==> config.mk <==
export PLATFORM = sky130hd
export DESIGN_NAME = exec_muldiv_unit_flat
export DESIGN_NICKNAME = d
export VERILOG_FILES = /design/src/rtl/muldiv_pkg.sv /design/src/rtl/exec_muldiv_unit_if.sv /design/src/rtl/muldiv_step.sv /design/src/rtl/exec_muldiv_unit.sv /design/src/flat_wrapper.sv
export SDC_FILE = /design/constraint.sdc
export NUM_CORES = 1
export LEC_CHECK = 0
export CAP_MARGIN = 10
export CORE_UTILIZATION = 55
export CTS_CLUSTER_DIAMETER = 30
export DETAILED_ROUTE_END_ITERATION = 12
export DONT_BUFFER_PORTS = 1
export PLACE_DENSITY = 0.8
export SLEW_MARGIN = 20
export SYNTH_ARGS = -nofsm -noshare
export SYNTH_HDL_FRONTEND = slang
export SYNTH_SLANG_ARGS = --single-unit
==> constraint.sdc <==
create_clock -name clk -period 5.24 [get_ports clk]
set_input_delay 0.524 -clock clk [delete_from_list [all_inputs] [get_ports clk]]
set_output_delay 0.524 -clock clk [all_outputs]
set_load 0.005 [all_outputs]
==> src/rtl/muldiv_pkg.sv <==
// Shared definitions for the iterative M-extension unit.
// funct3 encodings, FSM states and op classification.
package muldiv_pkg;

  localparam logic [2:0] MUL    = 3'b000;
  localparam logic [2:0] MULH   = 3'b001;
  localparam logic [2:0] MULHSU = 3'b010;
  localparam logic [2:0] MULHU  = 3'b011;
  localparam logic [2:0] DIV    = 3'b100;
  localparam logic [2:0] DIVU   = 3'b101;
  localparam logic [2:0] REM    = 3'b110;
  localparam logic [2:0] REMU   = 3'b111;

  typedef enum logic [1:0] {
    IDLE,
    RUN,
    DONE
  } state_e;

  function automatic logic is_signed_op(
    input logic [2:0] op
  );
    return (op == MULH) || (op == MULHSU) ||
           (op == DIV)  || (op == REM);
  endfunction

endpackage

==> src/rtl/exec_muldiv_unit_if.sv <==
// Request/response bundle between execute stage and muldiv unit.
// master = execute stage, slave = muldiv unit.
interface exec_muldiv_unit_if #(
    parameter int XLEN = 32
) ();

    logic            req_valid;
    logic            req_ready;
    logic [2:0]      req_op;
    logic [XLEN-1:0] req_rs1;
    logic [XLEN-1:0] req_rs2;
    logic [4:0]      req_rd;
    logic            resp_valid;
    logic [XLEN-1:0] resp_result;
    logic [4:0]      resp_rd;

    modport master (
        output req_valid, req_op,
        output req_rs1, req_rs2, req_rd,
        input  req_ready, resp_valid,
        input  resp_result, resp_rd
    );

    modport slave (
        input  req_valid, req_op,
        input  req_rs1, req_rs2, req_rd,
        output req_ready, resp_valid,
        output resp_result, resp_rd
    );

endinterface

==> src/rtl/muldiv_step.sv <==
// One radix-2 step: shift-add multiply or restoring divide.
// acc is {hi, lo}; lo holds multiplier bits or dividend/quotient.
module muldiv_step #(
    parameter int XLEN = 32
) (
    input  logic              div,
    input  logic [XLEN-1:0]   b,
    input  logic [2*XLEN-1:0] acc_i,
    output logic [2*XLEN-1:0] acc_o
);

    logic [XLEN:0] sum;
    logic [XLEN:0] rs;
    logic          ge;

    always_comb begin
        sum = {1'b0, acc_i[2*XLEN-1:XLEN]} +
              (acc_i[0] ? {1'b0, b} : '0);
        rs  = {acc_i[2*XLEN-1:XLEN], acc_i[XLEN-1]};
        ge  = rs >= {1'b0, b};
        if (div) begin
            acc_o = {ge ? XLEN'(rs - {1'b0, b})
                        : rs[XLEN-1:0],
                     acc_i[XLEN-2:0], ge};
        end else begin
            acc_o = {sum, acc_i[XLEN-1:1]};
        end
    end

endmodule

==> src/rtl/exec_muldiv_unit.sv <==
// Iterative RV32M/RV64M multiply/divide unit beside the execute ALU.
// UNROLL radix-2 steps per clock, abortable by flush.
module exec_muldiv_unit
    import muldiv_pkg::*;
#(
    parameter int XLEN   = 32,
    parameter int UNROLL = 1
) (
    input  logic clk,
    input  logic reset,
    input  logic flush,
    output logic busy,
    exec_muldiv_unit_if.slave io
);

    localparam int N  = XLEN / UNROLL;
    localparam int CW = $clog2(N) + 1;
    localparam logic [XLEN-1:0] MIN_INT =
        {1'b1, {(XLEN-1){1'b0}}};
    localparam logic [XLEN-1:0] ONES = '1;

    state_e state, state_nxt;

    logic [CW-1:0]     cnt;
    logic [2*XLEN-1:0] acc;
    logic [XLEN-1:0]   opb;
    logic [2:0]        op;
    logic              neg;
    logic [4:0]        rd;

    logic              start, last;
    logic              div0, ovf, special;
    logic              s1, s2, neg_c, mul_c;
    logic [XLEN-1:0]   a1, b2, spec_res;

    logic [UNROLL:0][2*XLEN-1:0] chain;
    logic [2*XLEN-1:0] fin, p;
    logic [XLEN-1:0]   q, r, res;

    assign start = io.req_valid && !flush;
    assign last  = cnt == CW'(N - 1);

    // Capture-time operand conditioning and special-case detection
    always_comb begin
        mul_c = !io.req_op[2];
        s1 = is_signed_op(io.req_op) &&
             io.req_rs1[XLEN-1];
        s2 = is_signed_op(io.req_op) &&
             (io.req_op != MULHSU) &&
             io.req_rs2[XLEN-1];
        neg_c = (io.req_op == REM) ? s1 : (s1 ^ s2);
        a1 = s1 ? -io.req_rs1 : io.req_rs1;
        b2 = s2 ? -io.req_rs2 : io.req_rs2;
        div0 = io.req_op[2] && (io.req_rs2 == '0);
        ovf = ((io.req_op == DIV) || (io.req_op == REM)) &&
              (io.req_rs1 == MIN_INT) &&
              (io.req_rs2 == ONES);
        special = div0 || ovf;
        if (div0) begin
            spec_res = io.req_op[1] ? io.req_rs1 : ONES;
        end else begin
            spec_res = io.req_op[1] ? '0 : MIN_INT;
        end
    end

    assign chain[0] = acc;
    for (genvar i = 0; i < UNROLL; i++) begin : g_step
        muldiv_step #(
            .XLEN (XLEN)
        ) u_step (
            .div   (op[2]),
            .b     (opb),
            .acc_i (chain[i]),
            .acc_o (chain[i+1])
        );
    end
    assign fin = chain[UNROLL];

    // Sign fix-up on the final step's value
    always_comb begin
        p   = neg ? -fin : fin;
        q   = fin[XLEN-1:0];
        r   = fin[2*XLEN-1:XLEN];
        res = p[XLEN-1:0];
        unique case (1'b1)
            op == MUL:
                res = p[XLEN-1:0];
            !op[2] && (op[1:0] != 2'b00):
                res = p[2*XLEN-1:XLEN];
            op[2] && !op[1]:
                res = neg ? -q : q;
            op[2] && op[1]:
                res = neg ? -r : r;
        endcase
    end

    always_ff @(posedge clk or negedge reset) begin
        if (!reset) begin
            state <= IDLE;
        end else begin
            state <= state_nxt;
        end
    end

    always_comb begin
        state_nxt = state;
        unique case (state)
            IDLE: begin
                if (start) begin
                    state_nxt = special ? DONE : RUN;
                end
            end
            RUN: begin
                if (flush) begin
                    state_nxt = IDLE;
                end else if (last) begin
                    state_nxt = DONE;
                end
            end
            DONE:    state_nxt = IDLE;
            default: state_nxt = IDLE;
        endcase
    end

    always_comb begin
        io.req_ready  = state == IDLE;
        io.resp_valid = state == DONE;
        busy          = state != IDLE;
    end

    always_ff @(posedge clk or negedge reset) begin
        if (!reset) begin
            cnt            <= '0;
            acc            <= '0;
            opb            <= '0;
            op             <= MUL;
            neg            <= 1'b0;
            rd             <= '0;
            io.resp_result <= '0;
            io.resp_rd     <= '0;
        end else if (state == IDLE) begin
            cnt <= '0;
            if (start) begin
                op  <= io.req_op;
                rd  <= io.req_rd;
                neg <= neg_c;
                acc <= {{XLEN{1'b0}}, mul_c ? b2 : a1};
                opb <= mul_c ? a1 : b2;
                if (special) begin
                    io.resp_result <= spec_res;
                    io.resp_rd     <= io.req_rd;
                end
            end
        end else if (state == RUN) begin
            acc <= fin;
            cnt <= cnt + 1'b1;
            if (last && !flush) begin
                io.resp_result <= res;
                io.resp_rd     <= rd;
            end
        end
    end

endmodule
==> src/flat_wrapper.sv <==
// flat-port wrapper written by rule: the top's interface ports become plain ports
module exec_muldiv_unit_flat import muldiv_pkg::*;
#(
    parameter int XLEN   = 32,
    parameter int UNROLL = 1
)
  (clk, reset, flush, busy, io_req_valid, io_req_op, io_req_rs1, io_req_rs2, io_req_rd, io_req_ready, io_resp_valid, io_resp_result, io_resp_rd);
  exec_muldiv_unit_if #(.XLEN(XLEN)) io_i ();
  input  logic clk;
  input  logic reset;
  input  logic flush;
  output logic busy;
  input wire logic [$bits(io_i.req_valid)-1:0] io_req_valid;
  input wire logic [$bits(io_i.req_op)-1:0] io_req_op;
  input wire logic [$bits(io_i.req_rs1)-1:0] io_req_rs1;
  input wire logic [$bits(io_i.req_rs2)-1:0] io_req_rs2;
  input wire logic [$bits(io_i.req_rd)-1:0] io_req_rd;
  output wire logic [$bits(io_i.req_ready)-1:0] io_req_ready;
  output wire logic [$bits(io_i.resp_valid)-1:0] io_resp_valid;
  output wire logic [$bits(io_i.resp_result)-1:0] io_resp_result;
  output wire logic [$bits(io_i.resp_rd)-1:0] io_resp_rd;
  assign io_i.req_valid = io_req_valid;
  assign io_i.req_op = io_req_op;
  assign io_i.req_rs1 = io_req_rs1;
  assign io_i.req_rs2 = io_req_rs2;
  assign io_i.req_rd = io_req_rd;
  assign io_req_ready = io_i.req_ready;
  assign io_resp_valid = io_i.resp_valid;
  assign io_resp_result = io_i.resp_result;
  assign io_resp_rd = io_i.resp_rd;
  exec_muldiv_unit #(.XLEN(XLEN), .UNROLL(UNROLL)) u_core (.clk(clk), .reset(reset), .flush(flush), .busy(busy), .io(io_i));
endmodule
==> metrics.md, run 1 <==
| Metric | Value |
|---|---|
| Crit path launch type | `flip-flop` |
| Critical path class | `flip-flop to flip-flop` |
| FF-to-FF path depth | `16` |
| Run status | `finished, final reports clean` |
| Area of the core | `28100 um2` |
| Fillcell total | `2647` |
| Total global-route track usage | `42.5%` |
| CTS H-Tree Depth | `4` |
| Total wire length after detailed routing | `63.5 mm` |
| Commonest cells post-synth | `sky130_fd_sc_hd__nand2_1 (267), sky130_fd_sc_hd__o21ai_0 (229), sky130_fd_sc_hd__nor2_1 (172)` |
| Post-layout net count | `2226` |
| Later-pin clock latency in the skew report | `0.44 ns` |
| Post-layout min period | `5.10 ns` |
| Count of different cell masters after synthesis | `104` |
| CTS root buffer | `sky130_fd_sc_hd__clkbuf_16` |
| Setup total negative slack | `0 ns` |
| Worst hold-check slack | `0.0622 ns` |
| Post-Route Utilization | `60.3%` |
| Number of antenna-violating nets in the routed design | `0` |
| Clock Skew | `0.0133 ns` |
| Critical path endpoint category | `flip-flop` |
| Portion of synthesized cell area occupied by the leading cell type | `23.6%` |
| Vias in the first global route | `15600` |
| Std-Cell Rows | `61` |
| Gate count of the mapped netlist | `2138` |
| Arrival time of the worst setup path | `5.41 ns` |
| Maximum number of pins on one net before global-route repair | `151` |
| Synth Net Count | `2286` |
| Ys async rst share | `100%` |
| Slew headroom | `28.2%` |
| Yosys reg bits | `150` |
| Launching point of the worst reg2reg path | `u_core.opb[19]$_DFFE_PN0P_` |
| Synth Cell Area | `15900 um2` |
| Transition time at the pin with the least slew margin | `1.07 ns` |
| Required arrival time at the worst endpoint | `5.55 ns` |
| Worst Setup Slack post-DPL | `0.114 ns` |
| Die span in y | `172 um` |
| Leakage power | `7.00 nW` |
| Placed wire-length estimate | `49.1 mm` |
| Synth Warn # | `0` |
| Width of the chip | `172 um` |
| MaxCap Viol Count | `0` |
| Number of buffers on the longest clock path | `2` |
| Startpoint of the worst setup timing path | `u_core.opb[19]$_DFFE_PN0P_` |
| Total die area | `29600 um2` |
| Initial DRC count | `2408` |
| Number of enable-type register cells in the synthesized netlist | `0` |
| Primary flip-flop cell chosen by synthesis mapping | `sky130_fd_sc_hd__dfrtp_1` |
| Unrepaired setup endpoints after global routing | `no` |
| Setup Viol. Count Final | `0` |
| Share of layout cells above drive strength 1 | `7.70%` |
| Largest fanout on the critical path | `9` |
| Most used standard cell by instance count after synthesis | `sky130_fd_sc_hd__nand2_1` |
| First-pass GRT wire length | `93.6 mm` |
| Sinks on the clock net | `150` |
| Number of input and output port buffers inserted | `0` |
| Class of the most critical hold timing path | `primary input to async pin` |
| Via/cell ratio | `6.96` |
| Max Clk Rate | `196 MHz` |
| Clk pin slew, worst setup/hold paths | `0.08 ns` |
| Vias after detailed routing | `17200` |
| Pins Over Slew Limit | `0` |
| CTS tree | `yes` |
| Library cell occupying the most area in the post-synthesis netlist | `sky130_fd_sc_hd__dfrtp_1` |
| Mean post-synth cell area | `7.43 um2` |
| Number of optimization iterations in the first detailed-route pass | `6` |
| Final Worst Setup Slack | `0.139 ns` |
| I/O Pins | `116` |
| Number of failing hold endpoints at the final stage | `0` |
| Biggest area contributors in the synthesized netlist | `sky130_fd_sc_hd__dfrtp_1 (24%), sky130_fd_sc_hd__o21ai_0 (7.2%), sky130_fd_sc_hd__nand2_1 (6.3%), sky130_fd_sc_hd__ha_1 (5.5%), sky130_fd_sc_hd__a21oi_1 (5.1%)` |
| Initial Util | `56.6%` |
| Power per cell area | `606 nW/um2` |
| Number of antenna violations at the first check in global routing | `4` |
| Routed len/inst | `25.7 um` |
| Synth-to-layout area growth | `6.55%` |
| TritonCTS buffer count | `17` |
| IR drop worst, VDD | `0.319 mV` |
| Post-CTS Setup Inserts | `0` |
| Number of remaining DRC errors | `0` |
| Post-synthesis sequential area ratio | `23.6%` |
| Routability Congestion | `1.08` |
| Crit share post-route | `97.3%` |
| Final global-route overflow total | `0` |
==> final cells by class <==
type	count	area, um2	area share [%]
Antenna cell	2	5.00	0.0296
Clock buffer	17	425	2.51
Clock inverter	15	183	1.08
Inverter	66	248	1.46
Multi-Input combinational cell	1791	11400	67.5
Sequential cell	150	3760	22.2
Tap cell	378	473	2.79
Timing Repair Buffer	52	410	2.42
==> state kept, by name, summed over array words and instances, names as in the netlist <==
register               count
u_core.io.resp_result     32
u_core.neg                 1
u_core.opb                32
u_core.io.resp_rd          5
u_core.acc                64
u_core.state               2
u_core.op                  3
u_core.cnt                 6
u_core.rd                  5
==> kinds of logic (layout without fill, tap and decap cells) <==
family	count (synthesis)	count (layout)	share of synthesized area, %
AND/OR/NAND/NOR	780	780	24.0
AO/OA/AOI/OAI	731	731	29.7
buffers and inverters	197	150	4.93
XOR/XNOR	152	152	8.38
flip-flops	150	150	23.6
adder cells (fa/ha/maj)	72	72	5.76
multiplexers	56	56	3.61
other	0	2	0
==> placed cells by master, fill, tap and decap left out, types with 18 or more instances in the layout <==
| master | n |
|---|---|
| sky130_fd_sc_hd__nor2_1 | 172 |
| sky130_fd_sc_hd__and3_1 | 18 |
| sky130_fd_sc_hd__nand3_1 | 43 |
| sky130_fd_sc_hd__xnor2_1 | 92 |
| sky130_fd_sc_hd__nand4_1 | 34 |
| sky130_fd_sc_hd__nand2b_1 | 22 |
| sky130_fd_sc_hd__a21o_1 | 25 |
| sky130_fd_sc_hd__a22o_1 | 21 |
| sky130_fd_sc_hd__and2_1 | 55 |
| sky130_fd_sc_hd__ha_1 | 69 |
| sky130_fd_sc_hd__inv_1 | 64 |
| sky130_fd_sc_hd__o221ai_1 | 33 |
| sky130_fd_sc_hd__mux2i_1 | 45 |
| sky130_fd_sc_hd__o21ai_1 | 20 |
| sky130_fd_sc_hd__dfrtp_1 | 148 |
| sky130_fd_sc_hd__o211ai_1 | 32 |
| sky130_fd_sc_hd__or3_1 | 29 |
| sky130_fd_sc_hd__o21ai_0 | 229 |
| sky130_fd_sc_hd__buf_4 | 51 |
| sky130_fd_sc_hd__a21oi_1 | 162 |
| sky130_fd_sc_hd__xor2_1 | 60 |
| sky130_fd_sc_hd__nor3_1 | 49 |
| sky130_fd_sc_hd__nand2_1 | 266 |
| sky130_fd_sc_hd__o31ai_1 | 25 |
| sky130_fd_sc_hd__a31oi_1 | 25 |
==> power by group <==
part           total [W]  internal, W  switching (W)
Sequential       0.00189      0.00146       0.000427
Combinational    0.00704      0.00251        0.00453
Clock            0.00133     0.000687       0.000639
==> worst max-delay path, stage by stage (launching register included) <==
cell                       delay, ns
sky130_fd_sc_hd__dfrtp_1        0.51
sky130_fd_sc_hd__inv_1          0.08
sky130_fd_sc_hd__ha_1           0.41
sky130_fd_sc_hd__and2_1         0.30
sky130_fd_sc_hd__and3_1         0.24
sky130_fd_sc_hd__nand3_1        0.13
sky130_fd_sc_hd__a21oi_1        0.18
sky130_fd_sc_hd__a21boi_2       0.43
sky130_fd_sc_hd__buf_4          0.28
sky130_fd_sc_hd__o22ai_1        0.11
sky130_fd_sc_hd__a31o_1         0.32
sky130_fd_sc_hd__or4_4          0.53
sky130_fd_sc_hd__or4b_4         0.62
sky130_fd_sc_hd__o31ai_4        0.21
sky130_fd_sc_hd__xnor2_1        0.14
sky130_fd_sc_hd__a21oi_1        0.37
sky130_fd_sc_hd__o21ai_1        0.10
==> layer usage <==
layer	GRT usage, %	vias to the layer above	part of all wire (%)
li1	-	7723	-
met1	54.6	8172	39
met2	63.8	1058	43
met3	9.59	240	10
met4	28.4	0	7.3
met5	0	-	0
==> metrics by stage <==
| stage | power [W] | instances | area, um2 |
|---|---|---|---|
| after floorplan | 0.00645 | 2138 | 15900 |
| after global placement | 0.00856 | 2436 | 16300 |
| after detailed placement | 0.00859 | 2436 | 16300 |
| after CTS | 0.00995 | 2469 | 16900 |
| after global routing | 0.0108 | 2469 | 16900 |
| final | 0.0103 | 2471 | 16900 |
==> what timing repair did <==
action,in CTS,in global routing
resized for setup,0,7
endpoints found under the setup margin,0,4
hold buffers,1,0
endpoints found under the hold margin,150,0
==> final timing paths <==
check / slack (ns) / to
worst min-delay path: 0.06 / u_core.opb[18]$_DFFE_PN0P_
worst max register to register: 0.14 / u_core.io.resp_result[17]$_DFFE_PN0P_
worst min register to register: 0.48 / u_core.rd[3]$_DFFE_PN0P_
min in group clk: 0.16 / u_core.state[0]$_DFFE_PN0P_
max in group asynchronous: 4.47 / u_core.op[2]$_DFFE_PN0P_
worst max-delay path: 0.14 / u_core.io.resp_result[17]$_DFFE_PN0P_
(Power assumes the default switching activity.)
==> run 2: changes to the inputs <==
--- a/config.mk
+++ b/config.mk
@@ -10,7 +10,7 @@
 export CTS_CLUSTER_DIAMETER = 30
 export DETAILED_ROUTE_END_ITERATION = 12
 export DONT_BUFFER_PORTS = 1
-export PLACE_DENSITY = 0.8
+export PLACE_DENSITY = 0.73
 export SLEW_MARGIN = 20
 export SYNTH_ARGS = -nofsm -noshare
 export SYNTH_HDL_FRONTEND = slang
==> metrics.md, run 2 (synthesis results as in run 1) <==
| Metric | Value |
|---|---|
| Run status | `finished, final reports clean (unchanged)` |
| Class of the most critical hold timing path | `primary input to async pin (unchanged)` |
| TritonCTS buffer count | `17 (unchanged)` |
| Gate family responsible for the most delay along the worst path | `simple AND/OR/NAND/NOR gates (unchanged)` |
| Routed len/inst | `24.7 um (was 25.7 um)` |
| Total global-route track usage | `41.6% (was 42.5%)` |
| Clk pin slew, worst setup/hold paths | `0.07 ns (was 0.08 ns)` |
| Sequential share of power | `18.8% (was 18.4%)` |
| Highest routed metal layer | `met4 (unchanged)` |
| Via/cell ratio | `6.90 (was 6.96)` |
| Max Clk Rate | `195 MHz (was 196 MHz)` |
| Maximum number of pins on one net before global-route repair | `151 (unchanged)` |
| Crit share post-route | `98.1% (was 97.3%)` |
| Internal power contribution | `0.00467 W (was 0.00466 W)` |
| Cell breakdown of the critical path | `ha_1, and2_1, and3_1, nand4_1, o41a_4, and2_4, nand2_4, a311oi_1, or4_4, or4b_4, nand2_1, xnor2_1, a21oi_1, o21ai_1 (was inv_1, ha_1, and2_1, and3_1, nand3_1, a21oi_1, a21boi_2, buf_4, o22ai_1, a31o_1, or4_4, or4b_4, o31ai_4, xnor2_1, a21oi_1, o21ai_1)` |
| Arrival time of the worst setup path | `5.45 ns (was 5.41 ns)` |
| CTS H-Tree Depth | `4 (unchanged)` |
| Later-pin clock latency in the skew report | `0.44 ns (about the same)` |
| Power per cell area | `594 nW/um2 (was 606 nW/um2)` |
| Leading cell type in the layout, fill and taps excluded | `sky130_fd_sc_hd__nand2_1 (unchanged)` |
| Metal3 WL | `7.74 mm (was 6.67 mm)` |
| Worst stage delay on the critical path | `0.63 ns (was 0.62 ns)` |
| FF-to-FF path depth | `14 (was 16)` |
| Width of the chip | `172 um (unchanged)` |
| Transition time at the pin with the least slew margin | `1.26 ns (was 1.07 ns)` |
| Setup slack of the worst register-to-register path | `0.10 ns (was 0.14 ns)` |
| Setup total negative slack | `0 ns (unchanged)` |
| Non-filler cells in the finished layout | `2480 (was 2471)` |
| WP buf/inv | `0 (was 2)` |
| Sequential cell area in the final layout | `3760 um2 (unchanged)` |
| Sw Share | `53.8% (was 54.5%)` |
| Top register by number of flip-flops | `u_core.acc (unchanged)` |
| Worst hold-check slack | `0.0806 ns (was 0.0622 ns)` |
| Post-layout net count | `2236 (was 2226)` |
| IR drop worst, VDD | `0.312 mV (was 0.319 mV)` |
| Critical path class | `flip-flop to flip-flop (unchanged)` |
| Vias after detailed routing | `17100 (was 17200)` |
| Std-Cell Rows | `61 (unchanged)` |
| Dpl cells | `2445 (was 2436)` |
| Routed met2 length | `26.1 mm (was 27.5 mm)` |
| P_sw | `0.00543 W (was 0.00559 W)` |
| Total die area | `29600 um2 (unchanged)` |
| Slew headroom | `15.7% (was 28.2%)` |
| Clock Skew | `0.0157 ns (was 0.0133 ns)` |
| Reg2reg end | `u_core.io.resp_result[15]$_DFFE_PN0P_ (was u_core.io.resp_result[17]$_DFFE_PN0P_)` |
| Number of antenna-violating nets in the routed design | `0 (unchanged)` |
| Crit path launch type | `flip-flop (unchanged)` |
| Synth-to-layout area growth | `6.86% (was 6.55%)` |
| Clock network fraction of total power | `11.9% (was 12.9%)` |
| Initial DRC count | `2117 (was 2408)` |
| Share of layout cells above drive strength 1 | `8.28% (was 7.70%)` |
| Multi-input gate area | `11400 um2 (about the same)` |
| MaxCap Viol Count | `0 (unchanged)` |
| Vias in the first global route | `15800 (was 15600)` |
| Post-Route M1 WL | `24.3 mm (was 24.7 mm)` |
| Number of antenna violations at the first check in global routing | `1 (was 4)` |
| Sinks on the clock net | `150 (unchanged)` |
| I/O Pins | `116 (unchanged)` |
| Number of failing hold endpoints at the final stage | `0 (unchanged)` |
| Number of buffers on the longest clock path | `2 (unchanged)` |
| CTS root buffer | `sky130_fd_sc_hd__clkbuf_16 (unchanged)` |
| Pins Over Slew Limit | `0 (unchanged)` |
| First-pass GRT wire length | `92.3 mm (was 93.6 mm)` |
| Post-layout min period | `5.14 ns (was 5.10 ns)` |
| Worst path slowest cell | `sky130_fd_sc_hd__or4b_4 (unchanged)` |
| Fillcell total | `2681 (was 2647)` |
| Largest fanout on the critical path | `14 (was 9)` |
| Critical path endpoint category | `flip-flop (unchanged)` |
| Total wire length after detailed routing | `61.3 mm (was 63.5 mm)` |
| Placed wire-length estimate | `46.2 mm (was 49.1 mm)` |
| Launching point of the worst reg2reg path | `u_core.acc[36]$_DFFE_PN0P_ (was u_core.opb[19]$_DFFE_PN0P_)` |
| Required arrival time at the worst endpoint | `5.55 ns (about the same)` |
| CTS tree | `yes (unchanged)` |
| Final global-route overflow total | `0 (unchanged)` |
| Combinational Power Share | `69.3% (was 68.6%)` |
| Placed cell areas | `16300 um2 (about the same)` |
| Commonest cells after routing, fill and taps aside | `sky130_fd_sc_hd__nand2_1 (266), sky130_fd_sc_hd__o21ai_0 (229), sky130_fd_sc_hd__nor2_1 (171) (was sky130_fd_sc_hd__nand2_1 (266), sky130_fd_sc_hd__o21ai_0 (229), sky130_fd_sc_hd__nor2_1 (172))` |
| Routability Congestion | `1.07 (was 1.08)` |
| Die span in y | `172 um (unchanged)` |
| Number of input and output port buffers inserted | `0 (unchanged)` |
| Leakage power | `7.02 nW (was 7.00 nW)` |
| Number of remaining DRC errors | `0 (unchanged)` |
| Number of optimization iterations in the first detailed-route pass | `9 (was 6)` |
| Total chip power | `0.0101 W (was 0.0103 W)` |
| Setup Viol. Count Final | `0 (unchanged)` |
| Fin area | `17000 um2 (was 16900 um2)` |
| Initial Util | `56.6% (unchanged)` |
| Area of the core | `28100 um2 (unchanged)` |
| Max reg flops | `64 (unchanged)` |
| Top Registers | `u_core.acc: 64 flops, u_core.io.resp_result: 32 flops, u_core.opb: 32 flops (unchanged)` |
[run 2: cell type report]
class                   count  share of cell area, %
diodes                      1                 0.0147
repair buffers             62                   2.93
clock buffers              19                   2.61
well taps                 378                   2.78
clock inverters            13                  0.663
inverters                  66                   1.46
flip-flops and latches    150                   22.1
multi-input cells        1791                   67.4
[run 2: power by group through the flow]
| stage | sequential, W | combinational, W | clock (W) |
|---|---|---|---|
| 5_1_grt | 0.00192 | 0.00746 | 0.00126 |
| 3_3_place_gp | 0.00187 | 0.00651 | 0 |
| 3_5_place_dp | 0.00189 | 0.00657 | 0 |
| 4_1_cts | 0.00187 | 0.00665 | 0.00121 |
| 2_1_floorplan | 0.00172 | 0.00473 | 0 |
| 6_report | 0.00189 | 0.00700 | 0.00120 |
[run 2: per-stage QoR]
step / worst slack (ns) / util [%]
5_1_grt: -0.00487 / 60.5
3_5_place_dp: 0.114 / 58.2
4_1_cts: 0.0843 / 60.3
3_3_place_gp: 0.134 / 58.2
6_report: 0.102 / 60.5
2_1_floorplan: 0.420 / -
[run 2: what timing repair did]
item / in CTS / in global routing
gates resized for setup: 0 / 10
endpoints found under the setup margin: 0 / 7
setup buffers: 0 / 1
hold buffers: 1 / 0
hold endpoints to repair: 150 / 0
[run 2: worst max path at each step]
| stage | startpoint | to | cells after the start | slack, ns |
|---|---|---|---|---|
| 3_3_place_gp | u_core.opb[28]$_DFFE_PN0P_ | u_core.io.resp_result[26]$_DFFE_PN0P_ | 17 | 0.13 |
| 6_report | u_core.acc[36]$_DFFE_PN0P_ | u_core.io.resp_result[15]$_DFFE_PN0P_ | 14 | 0.10 |
| 2_1_floorplan | u_core.acc[32]$_DFFE_PN0P_ | u_core.io.resp_result[28]$_DFFE_PN0P_ | 21 | 0.42 |
| 5_1_grt | u_core.acc[36]$_DFFE_PN0P_ | u_core.io.resp_result[15]$_DFFE_PN0P_ | 14 | -0.005 |
| 4_1_cts | u_core.acc[59]$_DFFE_PN0P_ | u_core.io.resp_result[26]$_DFFE_PN0P_ | 16 | 0.08 |
| 3_5_place_dp | u_core.acc[59]$_DFFE_PN0P_ | u_core.io.resp_result[26]$_DFFE_PN0P_ | 16 | 0.11 |
[run 2: routing by layer]
metal  GRT usage, %  up-vias
met3           10.3      178
met2           62.4     1121
met5              0        -
li1               -     7744
met1           55.5     8073
met4           20.5        0
